**src/rtl/f_pc_pkg.sv**
```systemverilog
// f_pc_pkg: shared definitions for the fetch stage.
// Holds the next-PC select codes driven by the D-stage controller and
// the default reset address of the program counter.
package f_pc_pkg;

  // Next-PC select codes; codes 4..7 are unused and fall back to sequential.
  typedef enum logic [2:0] {
    NPC_OP_SEQ    = 3'd0,
    NPC_OP_BRANCH = 3'd1,
    NPC_OP_JUMP   = 3'd2,
    NPC_OP_JR     = 3'd3
  } npc_op_e;

  localparam logic [31:0] PC_RESET_DEFAULT = 32'h0000_3000;
  localparam logic [31:0] IM_BASE_DEFAULT  = 32'h0000_3000;
  localparam logic [31:0] IM_TOP_DEFAULT   = 32'h0000_6FFC;

endpackage

```
**src/rtl/f_npc.sv**
```systemverilog
// f_npc: combinational next-PC selection for the fetch stage.
// Ports:
//   pc_f    - current fetch address
//   pc_d    - PC of the instruction in D (source of branch/jump bases)
//   npcOp   - next-PC select code (see f_pc_pkg::npc_op_e)
//   branch  - D-stage compare result, 1 = taken
//   imm16   - branch offset in words
//   index26 - jump word index
//   rs_d    - forwarded register value for jr
//   npc     - selected next PC
module f_npc
  import f_pc_pkg::*;
(
  input  logic [31:0] pc_f,
  input  logic [31:0] pc_d,
  input  logic [2:0]  npcOp,
  input  logic        branch,
  input  logic [15:0] imm16,
  input  logic [25:0] index26,
  input  logic [31:0] rs_d,
  output logic [31:0] npc
);

  logic [31:0] seq_pc;
  logic [31:0] pc_d_plus4;
  logic [31:0] branch_off;

  // Branch and jump targets are formed relative to the delay-slot address,
  // which is pc_d + 4 (equal to pc_f whenever a transfer is evaluated).
  always_comb begin
    seq_pc     = pc_f + 32'd4;
    pc_d_plus4 = pc_d + 32'd4;
    branch_off = {{14{imm16[15]}}, imm16, 2'b00};
    npc        = seq_pc;
    case (npcOp)
      NPC_OP_BRANCH: if (branch) npc = pc_d_plus4 + branch_off;
      NPC_OP_JUMP:   npc = {pc_d_plus4[31:28], index26, 2'b00};
      NPC_OP_JR:     npc = rs_d;
      default:       npc = seq_pc;
    endcase
  end

endmodule

```
**src/rtl/f_pc.sv**
```systemverilog
// f_pc: fetch-stage program counter.
// Holds the F-stage PC, loads the next PC chosen by f_npc unless stalled,
// and flags illegal fetch addresses for the instruction memory.
// Ports:
//   clk        - rising-edge clock
//   reset_n    - synchronous active-low reset (wins over stall)
//   stall      - hold the PC this cycle
//   npcOp, branch, pc_d, imm16, index26, rs_d - D-stage next-PC inputs
//   pc_f       - current fetch address
//   pc_f_plus4 - pc_f + 4 for the F/D register
//   excAdEL    - fetch address misaligned or outside [IM_BASE, IM_TOP]
module f_pc
  import f_pc_pkg::*;
#(
  parameter logic [31:0] PC_RESET = PC_RESET_DEFAULT,
  parameter logic [31:0] IM_BASE  = IM_BASE_DEFAULT,
  parameter logic [31:0] IM_TOP   = IM_TOP_DEFAULT
) (
  input  logic        clk,
  input  logic        reset_n,
  input  logic        stall,
  input  logic [2:0]  npcOp,
  input  logic        branch,
  input  logic [31:0] pc_d,
  input  logic [15:0] imm16,
  input  logic [25:0] index26,
  input  logic [31:0] rs_d,
  output logic [31:0] pc_f,
  output logic [31:0] pc_f_plus4,
  output logic        excAdEL
);

  logic [31:0] npc;

  f_npc u_npc (
    .pc_f    (pc_f),
    .pc_d    (pc_d),
    .npcOp   (npcOp),
    .branch  (branch),
    .imm16   (imm16),
    .index26 (index26),
    .rs_d    (rs_d),
    .npc     (npc)
  );

  // A stalled cycle drops the D-stage request entirely; the stalled
  // instruction re-presents it once the stall clears.
  always_ff @(posedge clk) begin
    if (!reset_n) begin
      pc_f <= PC_RESET;
    end else if (!stall) begin
      pc_f <= npc;
    end
  end

  // Wrapped or misaligned targets are loaded as-is and reported here.
  always_comb begin
    pc_f_plus4 = pc_f + 32'd4;
    excAdEL    = (pc_f[1:0] != 2'b00) || (pc_f < IM_BASE) || (pc_f > IM_TOP);
  end

endmodule

```
**config.mk**
```make
export PLATFORM = sky130hd
export DESIGN_NAME = f_pc
export DESIGN_NICKNAME = d
export VERILOG_FILES = /design/src/rtl/f_pc_pkg.sv /design/src/rtl/f_npc.sv /design/src/rtl/f_pc.sv
export SDC_FILE = /design/constraint.sdc
export NUM_CORES = 1
export LEC_CHECK = 0
export BUFFER_PORTS_ARGS = -buffer_cell sky130_fd_sc_hd__buf_2
export CAP_MARGIN = 10
export CORE_ASPECT_RATIO = 1.75
export CORE_MARGIN = 5
export CORE_UTILIZATION = 45
export CTS_CLUSTER_SIZE = 40
export DETAILED_ROUTE_END_ITERATION = 8
export PLACE_DENSITY = 0.75
export SETUP_SLACK_MARGIN = 0.5
export SYNTH_ARGS = -nofsm -noshare
export SYNTH_HDL_FRONTEND = slang
export SYNTH_SLANG_ARGS = --single-unit
```
**constraint.sdc**
```tcl
create_clock -name clk -period 6.1 [get_ports clk]
set_input_delay 1.83 -clock clk [delete_from_list [all_inputs] [get_ports clk]]
set_output_delay 1.83 -clock clk [all_outputs]
set_load 0.01 [all_outputs]
```
Yosys cells after proc, flatten, opt, wreduce, memory -nomap -nowiden
Index checks and enable logic that the tools add are counted.
{"block": "totals", "regBits": 32, "input_bits": 113, "out_inout_bits": 65, "wordCells": 14}
{"block": "op_classes", "n_addsub": 3, "n_lt_le_gt_ge": 2, "n_eq_ne": 3, "muxes": 2, "n_reduce_logical": 3}
{"op": "case mux 32 bit (3 select lines)", "n": 1}
{"op": "adder 32 x 3 -> 32 bit, second input constant", "n": 2}
{"op": "adder 32 bit", "n": 1}
{"op": "> comparator 32 x 15 -> 1 bit, second input constant", "n": 1}
{"op": "< comparator 32 x 14 -> 1 bit, second input constant", "n": 1}
{"op": "2-to-1 mux 32 bit", "n": 1}
{"op": "equality test 3 x 2 -> 1 bit, second input constant", "n": 2}
{"op": "equality test 3 x 1 -> 1 bit, second input constant", "n": 1}
{"op": "logical OR 1 bit", "n": 2}
{"op": "nonzero test 2 bit", "n": 1}

Longest topological paths before layout
{"block": "depth", "word_depth": 4, "mapped_depth": 17, "depth_no_buf": 17}

Hierarchy
A second synthesis with hierarchy kept.
{"block": "unflattened", "hier_cells": 775, "area_unflattened_um2": 5624.1}
{"module": "f_npc", "instances": 1, "cells_each": 569, "area_per_inst_um2": 3737.3, "seq_area_each_um2": 0.0}
{"module": "f_pc", "instances": 1, "cells_each": 206, "area_per_inst_um2": 1886.8, "seq_area_each_um2": 640.6}

Worst setup path before layout
Ideal clock, no wire load.
{"block": "synth_path", "path_kind": "input to register", "from": "in pc_d[2]", "to": "reg pc_f[29]", "setup_time_ns": 0.124, "arrival_time_ns": 4.615, "required_time_ns": 5.976, "setup_slack_ns": 1.361, "path_stages": 15, "n_path_buf": 0, "path_cell_list": "ha_1 and4_1 nand2_1 nor2_1 and3_1 and3_1 xor2_1 ha_1 a21o_1 o21bai_1 a211o_1 a41o_1 a21oi_2 mux2i_1 o22ai_1"}
{"block": "synth_via", "elab_chain_len": 4}
{"element": "start, declared", "line": "f_pc.sv:24", "source": "input logic [31:0] pc_d,"}
{"element": "adder 32 x 3 -> 32 bit (*)", "line": "f_npc.sv:32", "source": "pc_d_plus4 = pc_d + 32'd4;"}
{"element": "adder 32 bit", "line": "f_npc.sv:36", "source": "NPC_OP_BRANCH: if (branch) npc = pc_d_plus4 + branch_off;"}
{"element": "2-to-1 mux 32 bit", "line": "f_npc.sv:36"}
{"element": "case mux 32 bit (3 select lines) (*)", "line": "f_npc.sv:35", "source": "case (npcOp)"}
{"element": "end signal, assigned", "line": "f_pc.sv:52", "source": "pc_f <= npc;"}
{"element": "end, declared", "line": "f_pc.sv:28", "source": "output logic [31:0] pc_f,"}
Mark *: on every way between the ends. The rest lies on a longest branch, timed or not.
A chain may end at the register's enable or synchronous reset.

Worst setup path in the final report
Ends and elaborated chain as after synthesis.

==> impl_metrics.csv <==
group,metric,value,unit
grt,overflow,0,
synthesis,synth_area_per_cell,7.58,sq um
synthesis,synth_top_area_cell,"dfxtp_1",
finish,largest_register,"pc_f",
route,remaining_drc_errors,0,
route,wl_per_cell,18.4,microns
clock_tree,clock-sinks,32,
grt,grt_pass1_wl,25.1,mm
worst_setup_path,critPathLaunchType,"primary input",
sta,setup_tns,0,ns
sta,hold_slack,0.570,ns
pwr,p_leak,2.53,nW
placement,place_ws,0.804,ns
synthesis,postSynthCellCount,597,
route,first_pass_iters,5,
clock_tree,clk_path_buf_depth,2,
synthesis,syn_nets,746,
synthesis,ys_ff_latch,32,
synthesis,yosysSeqAreaShare,0.142,
floorplanning,core_area,0.00985,sq mm
synthesis,synth_warnings,0,
sta,finalCritPeriodShare,0.823,
sta,slew_headroom,0.431,
synthesis,ys_top_cells_by_area,"dfxtp_1 14%, xnor2_1 11%, ha_1 9.7%",
clock_tree,cts_resized,0,
floorplanning,rows,48,
placement,numPortBuffers,177,
floorplanning,dieWidth,85.8,microns
sta,rsz0062_at_grt,"no",
pwr,vdd_drop_max,0.000148,V
sta,clock_skew,0.00324,ns
route,vias_per_cell,6.12,
clock_tree,clk_latency,0.28,ns
placement,routabilityCongestion,0.920,
route,final_antenna_net_count,0,
synthesis,synth_cell_types,72,
route,via_count,5364,
clock_tree,cts_tree,"yes",
sta,hold_viol_final,0,
hold_path,hp-class,"reg2reg",
sta,finalSetupViolCount,0,
clock_tree,postCtsSetupBuffers,0,
worst_setup_path,crit_arrival,5.18,ns
clock_tree,cts_hold_buf,0,
sta,layout_min_cycle_time,5.02,ns
grt,track_usage,0.250,
synthesis,synth_top_area_frac,0.142,
synthesis,synth_ff_type,"dfxtp_1",
sta,finalWorstSetupSlack,1.08,ns
synthesis,syn-cell-area,0.00452,sq mm
placement,place_area,0.00546,sq mm
placement,dp_hpwl,12.9,mm
clock_tree,cts_made_buffers,5,
finish,areaGrowthSynthToFinish,23.9,%
finish,insertedDiodeCount,0,
clock_tree,path_clk_slew,0.05,ns
worst_setup_path,worstPathMaxFanout,5,
floorplanning,die_h,143,microns
sta,tightest_slew,0.852,ns
finish,nets,899,
finish,drive_gt1_frac,0.300,
clock_tree,cts_root_buf,"clkbuf_16",
run,drv_cap,0,
finish,largest_register_ffs,32,
synthesis,synth_edf_count,0,
worst_setup_path,worstPathRequired,6.26,ns
grt,grt_max_degree,35,
synthesis,async_flop_share,0,
sta,final-max-slew-violation-count,0,
worst_setup_path,cp-end-kind,"flip-flop",
worst_setup_path,critical_path_class,"in2reg",
floorplanning,die_area,0.0122,sq mm
sta,fmax,199,MHz
route,drt_iter0_markers,395,
finish,largestRegisters,"pc_f (32)",
pwr,power.density,166,mW/mm^2
finish,final_area,0.00561,sq mm
outcome,outcome,"finished, final reports clean",
floorplanning,io_pins,178,
floorplanning,start_util,0.459,
grt,grt_pass1_vias,5189,
clock_tree,htree_levels,2,
route,wl,16.1,mm
grt,antenna_found_initial,0,
-- Yosys cell counts, types with 3 or more instances --
cell type   n
a21oi_1    38
a221oi_1   21
a21oi_2     3
and2_1      5
nor2_1     52
o21a_1      6
o21ai_1     6
nor2_2      3
inv_1      14
nand3_2     3
a22oi_1     5
o21ai_0    32
a211o_1     5
nor4_1      6
a31oi_1     9
nand2_1    48
nand3_1    22
and3_1      6
a221o_1    19
xnor2_1    56
a211oi_1    3
nand4_1    23
o211a_1     3
o221ai_1    3
o22ai_1     3
ha_1       35
xor2_1     24
a21o_1      9
o21bai_1    3
nor2b_1     3
and4_1      6
buf_2       6
nor3_1      8
clkbuf_1   25
nand2b_1    3
dfxtp_1    32
-- area by class of cell --
class / instances / area [sq um]
clock buffer: 8 / 146
fill: 974 / 4240
inverter: 14 / 52.6
multi-input combinational: 516 / 3690
sequential: 32 / 641
tap: 125 / 156
timing repair buffer: 181 / 916
-- metrics by stage --
| stage | instances | utilization | power (mW) |
|---|---|---|---|
| 2_1_floorplan | 597 | - | 0.523 |
| 3_3_place_gp | 868 | 0.554 | 0.661 |
| 3_5_place_dp | 868 | 0.554 | 0.672 |
| 4_1_cts | 876 | 0.569 | 0.927 |
| 5_1_grt | 876 | 0.569 | 0.980 |
| 6_report | 876 | 0.569 | 0.930 |
-- cells by family (layout without fill, tap and decap cells) --
group	Yosys count	in the layout	share of synthesized area
and+or+nand+nor	204	204	0.235
AOI/OAI and AO/OA	195	195	0.321
xor gates and xnor gates	80	80	0.155
buffers and inverters	49	203	0.0440
adders and majority gates	36	36	0.101
DFF	32	32	0.142
muxes	1	1	0.00221
-- per-layer routing --
metal	GRT usage	up-vias	wire, microns
met5	0	-	0
met4	0.0951	0	434
met3	0.0358	34	1180
met2	0.477	259	8510
met1	0.272	2503	6010
li1	-	2568	-
-- worst paths after layout --
path / start / to / slack, ns / depth (start not counted)
worst min register to register: pc_f[1] / pc_f[1] / 0.57 / 1
worst min-delay path: pc_f[1] / pc_f[1] / 0.57 / 1
worst max register to register: pc_f[4] / pc_f[30] / 3.89 / 8
worst max-delay path: pc_d[2] / pc_f[29] / 1.08 / 16
-- critical path: stages --
cell and delay (ns):
buf_2 0.11, ha_1 0.21, and4_1 0.28, nand2_1 0.10, nor2_1 0.32, and3_1 0.25
and3_1 0.20, xor2_1 0.24, ha_1 0.30, a21o_1 0.20, o21bai_1 0.17, a211o_1 0.30
a41o_1 0.23, a21oi_2 0.15, mux2i_1 0.20, o22ai_1 0.08
-- cells in the final DEF, fill, tap and decap left out, types with 21 or more instances in the layout --
| cell type | n |
|---|---|
| a221oi_1 | 21 |
| a21oi_1 | 38 |
| nor2_1 | 50 |
| nand3_1 | 22 |
| ha_1 | 35 |
| nand2_1 | 48 |
| o21ai_0 | 32 |
| nand4_1 | 23 |
| buf_2 | 177 |
| dfxtp_1 | 32 |
| xor2_1 | 24 |
| xnor2_1 | 56 |
-- report_power, final --
| group | switching [mW] | internal, mW |
|---|---|---|
| clock | 0.0903 | 0.163 |
| combinational | 0.245 | 0.180 |
| sequential | 0.0272 | 0.225 |
Power figures use the tool's default switching activity.
